File: config.mk
export PLATFORM = sky130hd
export DESIGN_NAME = drive_ctrl
export DESIGN_NICKNAME = d
export VERILOG_FILES = /design/src/rtl/drive_pkg.sv /design/src/rtl/drive_pwm_core.sv /design/src/rtl/drive_ctrl.sv
export SDC_FILE = /design/constraint.sdc
export NUM_CORES = 1
export LEC_CHECK = 0
export CAP_MARGIN = 20
export CORE_MARGIN = 2
export CORE_UTILIZATION = 50
export DETAILED_ROUTE_END_ITERATION = 10
export PLACE_DENSITY = 0.71
export SLEW_MARGIN = 25
export SYNTH_ARGS = -nofsm -noshare
export SYNTH_HDL_FRONTEND = slang
export SYNTH_SLANG_ARGS = --single-unit
File: constraint.sdc
create_clock -name clk -period 3.3 [get_ports clk]
set_clock_uncertainty 0.1 [all_clocks]
set_input_delay 0.66 -clock clk [delete_from_list [all_inputs] [get_ports clk]]
set_output_delay 0.66 -clock clk [all_outputs]
set_load 0.03 [all_outputs]
File: src/rtl/drive_pkg.sv
// rtl/drive_pkg.sv - shared state encodings, gear codes and gear cap helper for drive_ctrl
package drive_pkg;

    typedef enum logic [1:0] {
        DRIVE     = 2'd0,
        BRAKE     = 2'd1,
        RAMP_DOWN = 2'd2,
        DEADTIME  = 2'd3
    } drive_state_e;

    localparam logic [2:0] GEAR_NEUTRAL = 3'd0;
    localparam logic [2:0] GEAR_REVERSE = 3'd7;

    // Highest speed level allowed in a gear; unused codes behave as neutral.
    function automatic int gear_cap(input logic [2:0] gear, input int levels, input int num_gears);
        int g;
        g = int'({29'd0, gear});
        if (gear == GEAR_REVERSE)
            return (levels - 1) / num_gears;
        else if (g != 0 && g <= num_gears)
            return (g * (levels - 1)) / num_gears;
        else
            return 0;
    endfunction

endpackage

File: src/rtl/drive_pwm_core.sv
// rtl/drive_pwm_core.sv - free-running PWM counter with end-of-period duty latch and registered compare
module drive_pwm_core #(
    parameter int PWM_BITS = 8
) (
    input  logic                clk,
    input  logic                rst_n,
    input  logic [PWM_BITS-1:0] duty,
    input  logic                kill,
    output logic                pwm_out
);

    logic [PWM_BITS-1:0] cnt;
    logic [PWM_BITS-1:0] duty_q;
    logic                pwm_q;

    // duty_q only changes at the period boundary so no period is ever cut short.
    always_ff @(posedge clk or negedge rst_n) begin
        if (!rst_n) begin
            cnt    <= '0;
            duty_q <= '0;
            pwm_q  <= 1'b0;
        end else begin
            cnt   <= cnt + PWM_BITS'(1);
            pwm_q <= (cnt < duty_q);
            if (cnt == '1)
                duty_q <= duty;
        end
    end

    assign pwm_out = pwm_q & ~kill;

endmodule

File: src/rtl/drive_ctrl.sv
// rtl/drive_ctrl.sv - speed/gear/ramp/brake/direction controller with PWM; DRIVE_ODOMETER_EN adds odometer output
module drive_ctrl
    import drive_pkg::*;
#(
    parameter int LEVELS      = 16,
    parameter int NUM_GEARS   = 5,
    parameter int PWM_BITS    = 8,
    parameter int RAMP_DIV    = 1000,
    parameter int RAMP_STEP   = 1,
    parameter int BRAKE_STEP  = 8,
    parameter int DEAD_CYCLES = 100,
    localparam int LEVEL_W    = $clog2(LEVELS)
) (
    input  logic                clk,
    input  logic                rst_n,
    input  logic                accel_pulse,
    input  logic                decel_pulse,
    input  logic                brake,
    input  logic [2:0]          gear,
    output logic [LEVEL_W-1:0]  speed_level,
    output logic [PWM_BITS-1:0] duty,
    output logic                pwm_out,
    output logic                dir,
    output logic [1:0]          state
`ifdef DRIVE_ODOMETER_EN
    ,
    output logic [23:0]         odometer
`endif
);

    localparam int DUTY_MAX     = (1 << PWM_BITS) - 1;
    localparam int DUTY_PER_LVL = DUTY_MAX / (LEVELS - 1);
    localparam int DIV_W        = (RAMP_DIV > 1) ? $clog2(RAMP_DIV) : 1;
    localparam int DEAD_W       = $clog2(DEAD_CYCLES + 1);

    drive_state_e        st;
    logic [DIV_W-1:0]    div_cnt;
    logic [DEAD_W-1:0]   dead_cnt;
    logic                ramp_tick;
    logic                rev_req;
    logic                pwm_kill;
    logic [LEVEL_W-1:0]  cap;
    logic [PWM_BITS-1:0] target;
    logic [PWM_BITS-1:0] step;

    assign cap       = LEVEL_W'(gear_cap(gear, LEVELS, NUM_GEARS));
    assign rev_req   = (gear == GEAR_REVERSE);
    assign ramp_tick = (div_cnt == DIV_W'(RAMP_DIV - 1));
    assign target    = (st == DRIVE) ? PWM_BITS'(32'(speed_level) * DUTY_PER_LVL) : '0;
    assign step      = (st == BRAKE) ? PWM_BITS'(BRAKE_STEP) : PWM_BITS'(RAMP_STEP);
    assign state     = st;

    always_ff @(posedge clk or negedge rst_n) begin
        if (!rst_n)
            div_cnt <= '0;
        else
            div_cnt <= ramp_tick ? '0 : div_cnt + DIV_W'(1);
    end

    // Step toward target, landing exactly on it when closer than one step.
    always_ff @(posedge clk or negedge rst_n) begin
        if (!rst_n) begin
            duty <= '0;
        end else if (ramp_tick) begin
            if (duty < target)
                duty <= (target - duty > step) ? duty + step : target;
            else if (duty > target)
                duty <= (duty - target > step) ? duty - step : target;
        end
    end

    always_ff @(posedge clk or negedge rst_n) begin
        if (!rst_n) begin
            st          <= DRIVE;
            speed_level <= '0;
            dir         <= 1'b0;
            dead_cnt    <= '0;
            pwm_kill    <= 1'b0;
        end else begin
            case (st)
                DRIVE: begin
                    if (brake) begin
                        st          <= BRAKE;
                        speed_level <= '0;
                    end else if (rev_req != dir) begin
                        if (duty == '0) begin
                            st       <= DEADTIME;
                            pwm_kill <= 1'b1;
                        end else begin
                            st <= RAMP_DOWN;
                        end
                    end else if (speed_level > cap) begin
                        speed_level <= cap;
                    end else if (accel_pulse && !decel_pulse && speed_level < cap) begin
                        speed_level <= speed_level + LEVEL_W'(1);
                    end else if (decel_pulse && !accel_pulse && speed_level != '0) begin
                        speed_level <= speed_level - LEVEL_W'(1);
                    end
                end
                BRAKE: begin
                    if (!brake)
                        st <= DRIVE;
                end
                RAMP_DOWN: begin
                    if (brake) begin
                        st          <= BRAKE;
                        speed_level <= '0;
                    end else if (rev_req == dir) begin
                        st <= DRIVE;
                    end else if (duty == '0) begin
                        st       <= DEADTIME;
                        pwm_kill <= 1'b1;
                    end
                end
                DEADTIME: begin
                    // Brake is deliberately not sampled here; DRIVE picks it up after the flip.
                    if (dead_cnt == DEAD_W'(DEAD_CYCLES - 1)) begin
                        dead_cnt    <= '0;
                        dir         <= ~dir;
                        speed_level <= '0;
                        pwm_kill    <= 1'b0;
                        st          <= DRIVE;
                    end else begin
                        dead_cnt <= dead_cnt + DEAD_W'(1);
                    end
                end
            endcase
        end
    end

    drive_pwm_core #(
        .PWM_BITS (PWM_BITS)
    ) u_pwm (
        .clk     (clk),
        .rst_n   (rst_n),
        .duty    (duty),
        .kill    (pwm_kill),
        .pwm_out (pwm_out)
    );

`ifdef DRIVE_ODOMETER_EN
    always_ff @(posedge clk or negedge rst_n) begin
        if (!rst_n)
            odometer <= '0;
        else if (ramp_tick)
            odometer <= (odometer > 24'hFFFFFF - 24'(speed_level)) ? 24'hFFFFFF
                                                                   : odometer + 24'(speed_level);
    end
`endif

endmodule
# ---- After elaboration in Yosys (flattened, before gate mapping)
# Cells that the tools add are included.
dict set report op_classes {
  mul 2
  shift 0
  n_bitwise 3
  muxes 34
  n_eq_ne 20
  add_sub_neg 9
  div 1
  order_cmp 8
  reduce_logical 18
}
# op n
set ops {}
lappend ops {{4-bit two-way mux} 10}
lappend ops {{8-bit two-way mux} 5}
lappend ops {{32-bit by 4-bit divider with 32-bit output (second input constant)} 1}
lappend ops {{8-bit by 4-bit greater-than comparator with 1-bit output} 2}
lappend ops {{8-bit less-than comparator} 2}
lappend ops {{8-bit subtractor} 2}
lappend ops {{2-bit two-way mux} 7}
lappend ops {{2-bit inequality test (second input constant)} 6}
lappend ops {{4-bit case mux with 3 select lines} 1}
lappend ops {{10-bit by 1-bit adder with 10-bit output (second input constant)} 1}
lappend ops {{10-bit == test (second input constant)} 1}
lappend ops {{10-bit two-way mux} 1}
lappend ops {{8-bit by 1-bit adder with 8-bit output (second input constant)} 1}
lappend ops {{8-bit by 4-bit adder with 8-bit output} 1}
lappend ops {{8-bit == test (second input constant)} 1}
lappend ops {{8-bit greater-than comparator} 1}
lappend ops {{8-bit logical NOT} 1}
lappend ops {{4-bit by 5-bit multiplier with 8-bit output (second input constant)} 1}
lappend ops {{2-bit case mux with 4 select lines} 1}
lappend ops {{8-bit by 4-bit subtractor with 8-bit output} 1}
lappend ops {{7-bit by 1-bit adder with 7-bit output (second input constant)} 1}
lappend ops {{7-bit == test (second input constant)} 1}
lappend ops {{3-bit by 4-bit multiplier with 7-bit output (second input constant)} 1}
lappend ops {{1-bit two-way mux} 7}
lappend ops {{29 further kinds} 38}
dict set report word_totals {
  latch_bits 0
  rom_bits 0
  memories 0
  ramBits 0
  in_bits 8
  output_inout_bits 16
  ff_bits 50
}

# ---- Depth between registers and ports, before layout
dict set report depth {
  depth_word 11
  depth_mapped 31
}

# ---- By module
# A second synthesis with hierarchy kept.
dict set report unflattened {
  cells_unflattened 526
  area_unflattened_um2 4668.2
}
# mod n_inst cells_per_inst area_each_um2
set by_module_without_submodules {}
lappend by_module_without_submodules {drive_ctrl 1 456 3788.6}
lappend by_module_without_submodules {drive_pwm_core 1 70 879.6}

# ---- Worst setup path before layout
# Ideal clock, no wire load.
dict set report synth_path {
  path_kind {input port to flip-flop}
  from {in gear[0]}
  to {reg speed_level[3]}
  stages 28
  setup_time_ps 121
  setup_slack_ps -3505
  arrival_time_ps 6584
  cell_sequence {fa_1 ha_1 fa_1 nor2b_1 o31ai_2 clkinv_1 ha_1 inv_1 and3_1 mux2i_1 a31oi_4 maj3_1 a21oi_1 nand3b_1 nand2_1 ha_1 o21a_1 o21a_1 nor4b_2 inv_1 ha_1 a21o_1 a21oi_1 xnor2_1 xnor2_1 nand2_1 o21ai_0 a22o_1}
}
dict set report synth_between {
  elab_chain_len 11
}
# element line
set synth_rtl {}
lappend synth_rtl {{start, declared} drive_ctrl.sv:19} ;# input logic [2:0] gear,
lappend synth_rtl {{3-bit by 4-bit multiplier with 7-bit output (tied with other cells)} drive_pkg.sv:21} ;# return (g * (levels - 1)) / num_gears;
lappend synth_rtl {{32-bit by 4-bit divider with 32-bit output or 1-bit logical AND (tied branches)} {drive_pkg.sv:21, drive_pkg.sv:20}}
lappend synth_rtl {{4-bit two-way mux} drive_pkg.sv:20} ;# else if (g != 0 && g <= num_gears)
lappend synth_rtl {{4-bit two-way mux} drive_pkg.sv:18} ;# if (gear == GEAR_REVERSE)
lappend synth_rtl {{4-bit less-than comparator} drive_ctrl.sv:94} ;# end else if (accel_pulse && !decel_pulse && speed_level < cap) begin
lappend synth_rtl {{1-bit logical AND} drive_ctrl.sv:94}
lappend synth_rtl {{4-bit two-way mux} drive_ctrl.sv:94}
lappend synth_rtl {{4-bit two-way mux} drive_ctrl.sv:92} ;# end else if (speed_level > cap) begin
lappend synth_rtl {{4-bit two-way mux} drive_ctrl.sv:85} ;# end else if (rev_req != dir) begin
lappend synth_rtl {{4-bit two-way mux} drive_ctrl.sv:82} ;# if (brake) begin
lappend synth_rtl {{4-bit case mux with 3 select lines} drive_ctrl.sv:80} ;# case (st)
lappend synth_rtl {{end signal, assigned} drive_ctrl.sv:93} ;# speed_level <= cap;
lappend synth_rtl {{end signal, assigned} drive_ctrl.sv:95} ;# speed_level <= speed_level + LEVEL_W'(1);
lappend synth_rtl {{end signal, assigned} drive_ctrl.sv:97} ;# speed_level <= speed_level - LEVEL_W'(1);
lappend synth_rtl {{end, declared} drive_ctrl.sv:20} ;# output logic [LEVEL_W-1:0] speed_level,
# Several ways; a longest one is shown, not always the timed one. The select of a mux whose other input is x is not followed.
# A chain may end at the register's enable or synchronous reset.

# ---- Final worst setup path
# Same ends and word-level chain as after synthesis.

==> results.py <==
metrics = {
    "layout": {
        "finalNetCount": 704,
        "antenna_cells": 0,
        "final_common_cell": "buf_4",
        "synthToLayoutAreaGrowth_pct": 34.7,
        "stdcell_area_mm2": 0.00604,
        "final_core_util_pct": 69.3,
        "drive_gt1_share_pct": 30.0,
        "final_cell_mix": "95 x buf_4, 48 x dfrtp_1, 46 x ha_1",
    },
    "critical_path": {
        "worst-endpoint-required_ps": 3400,
        "path_class": "primary input to flip-flop",
        "regToRegStartpoint": "state[1]$_DFFE_PN0P_",
        "worstSetupEndpointType": "flip-flop",
        "cp_slowest_cell": "fa_2",
        "cp_max_fo": 4,
        "crit_path_start_kind": "primary input",
        "rr_worst_depth": 18,
        "crit_path_max_incr_delay_ps": 620,
        "worst_ep_arrival_time_ps": 6020,
        "crit_start": "gear[0]",
        "worst_path_most_repeated_cell": "ha_4",
    },
    "floorplan": {
        "core_mm2": 0.00872,
        "start_util_pct": 51.5,
        "rows": 34,
        "ios": 24,
        "die_area_mm2": 0.00975,
        "die_w_um": 98.7,
        "die-height_um": 98.7,
    },
    "clock_tree": {
        "cts-root-buf": "clkbuf_8",
        "clock_path_buffers": 2,
        "insertion_delay_ps": 300,
        "cts_buffers": 5,
        "cts_tree": "built",
        "clk_pin_slew_ps": 100,
        "htreeDepth": 2,
        "holdBufCountCts": 0,
        "cts_sinks": 50,
    },
    "min_path": {
        "hp-class": "primary input to asynchronous set/reset pin",
    },
    "synthesis": {
        "yosys-top-cells-area": "dfrtp_1 28%, ha_1 15%, xnor2_1 4.9%",
        "yosysUniqueCellTypes": 69,
        "synth-async-reset-ratio_pct": 100,
        "synth_edf_count": 0,
        "synth_flop_cell": "dfrtp_1",
        "syn_area_per_cell_um2": 8.65,
        "yosysTopAreaCell": "dfrtp_1",
        "synth_warnings": 0,
        "syn_area_mm2": 0.00449,
        "synth_seq_cells": 50,
        "syn-num-nets": 587,
        "ys_seq_area_share_pct": 27.9,
        "synthCells": 519,
        "yosysTopAreaCellShare_pct": 27.9,
    },
    "route": {
        "vias": 4279,
        "wl_met1_mm": 5.16,
        "drc": 0,
        "routed_wl_mm": 12.0,
        "dr_wl_met2_mm": 6.13,
        "dr.pass1.iters": 5,
        "via_per_inst": 5.74,
        "postRouteAntennaNets": 0,
        "wl_met3_um": 434,
        "routedWlPerCell_um": 16.0,
        "drtIter0Drc": 134,
        "top_layer": "met4",
    },
    "timing": {
        "period_needed_ps": 5930,
        "finalCritPeriodShare_pct": 180,
        "fmax_mhz": 169,
        "rsz0062_at_grt": "true",
        "hold_viol_final": 0,
        "fin_ws_ps": -2630,
        "tightest_slew_ps": 741,
        "drv_slew": 0,
        "max-slew-margin-rel_pct": 50.6,
        "setup_violations": 12,
        "worst_hold_slack_ps": 301,
    },
    "place": {
        "place_congestion": 0.923,
        "placed_area_mm2": 0.00559,
        "dpl.hpwl_mm": 8.84,
        "io_buffers": 23,
    },
    "global_routing": {
        "gr-total-overflow": 0,
        "grt_max_degree": 34,
        "grt_pass1_vias": 4308,
        "grt_use_total_pct": 23.4,
        "grt_pass1_wl_mm": 19.3,
        "antenna_found_initial": 0,
    },
    "power": {
        "pwr-share-comb_pct": 71.2,
        "p_switching_mw": 1.60,
        "finalPower_mw": 3.67,
        "p_clk_share_pct": 9.8,
        "netSwitchingFraction_pct": 43.4,
        "p_leak_nw": 2.72,
        "ir_drop_mv": 0.395,
        "power_frac_seq_pct": 19.0,
        "powerDensity_mw_per_mm2": 608,
        "power.internal_mw": 2.08,
    },
    "status": {
        "status": "finished with violations",
        "violations": "negative setup slack",
    },
    "job": {
        "maxCapViolCount": 0,
    },
}
-- flip-flops by register name, summed over array words and instances (netlist names), 2 cells and up --
| signal | flops |
|---|---|
| div_cnt | 10 |
| duty | 8 |
| u_pwm.cnt | 8 |
| u_pwm.duty_q | 8 |
| dead_cnt | 7 |
| speed_level | 4 |
| state | 2 |
-- logic make-up after synthesis --
logic type | synth area share, %
AO/OA/AOI/OAI | 19.4
XOR/XNOR | 8.20
adder cells (fa/ha/maj) | 18.0
buffers and inverters | 4.82
flip-flops | 27.9
multiplexers | 1.87
AND/OR/NAND/NOR | 19.8
-- metal layers --
layer | global-route usage, % | up-vias
met5 | 0 | -
met4 | 5.58 | 0
met3 | 3.55 | 23
met2 | 41.7 | 109
li1 | - | 2075
met1 | 29.8 | 2072
-- area by class of cell --
class                      instances  area [µm²]
sequential                        50        1250
timing repair buffer             124        1000
fill                             644        2680
multi-input combinational        414        3400
clock inverter                     3        21.3
inverter                          41         160
clock buffer                       5        68.8
tap                              108         135
-- cell usage after synthesis, types with 2 or more instances --
master and n:
inv_1 40, a21boi_0 4, nand2_1 44, a21o_1 5
o31ai_1 3, nand4b_1 2, nand3_1 24, a22oi_1 3
nand4_1 7, nor2_1 38, and2_1 4, a221o_1 2
buf_2 2, or3_1 2, o21a_1 5, o21ai_0 39
mux2i_1 5, nor4_1 5, nand2b_1 11, a211o_1 2
o211ai_1 4, dfrtp_1 50, nor2b_1 10, a31oi_1 5
o221ai_1 3, o22a_1 3, a211oi_1 3, mux2_2 3
fa_1 6, o21ai_1 2, a21oi_1 22, xor2_1 12
nor3_1 17, clkbuf_1 11, o22ai_1 2, a22o_1 3
a311oi_1 2, o32ai_1 2, and3_1 5, ha_1 54
xnor2_1 25
-- per-stage QoR --
| step | cells | TNS (ps) | setup WS [ps] |
|---|---|---|---|
| final | 745 | -10550 | -2630 |
| after global placement | 722 | -12200 | -3250 |
| after detailed placement | 722 | -13230 | -3460 |
| after floorplan | 519 | -10410 | -2900 |
| after global routing | 745 | -12460 | -2880 |
| after CTS | 737 | -9390 | -2570 |
-- power by group through the flow --
| stage | Sequential [mW] | Clock (mW) | Combinational (mW) |
|---|---|---|---|
| finish | 0.698 | 0.360 | 2.61 |
| global route | 0.706 | 0.395 | 2.81 |
| CTS | 0.698 | 0.372 | 2.25 |
| detailed placement | 0.709 | 0 | 2.07 |
| global placement | 0.708 | 0 | 1.98 |
| floorplan | 0.754 | 0 | 1.34 |
-- worst paths after layout --
| kind | slack [ps] | endpoint |
|---|---|---|
| min in group clk | 400 | u_pwm.cnt[4]$_DFF_PN0_ |
| max reg2reg | -190 | duty[0]$_DFFE_PN0P_ |
| max | -2630 | speed_level[3]$_DFFE_PN0P_ |
| min reg2reg | 400 | u_pwm.cnt[4]$_DFF_PN0_ |
| min | 300 | duty[4]$_DFFE_PN0P_ |
| max in group asynchronous | 2140 | div_cnt[2]$_DFF_PN0_ |
-- worst max-delay path, delay by kind of cell --
family,cells,cell delay (ps)
buffers and inverters,3,220
XOR/XNOR,3,440
AND/OR/NAND/NOR,8,1410
adder cells (fa/ha/maj),6,1890
AO/OA/AOI/OAI,8,1180
multiplexers,1,220
-- repair_timing --
action,in CTS,in global routing
pin swaps,40,40
setup endpoints to repair,11,12
gates resized for setup,39,32
gates cloned,1,0
buffers inserted,7,9
Note: power is estimated with default switching activity, not from simulation.
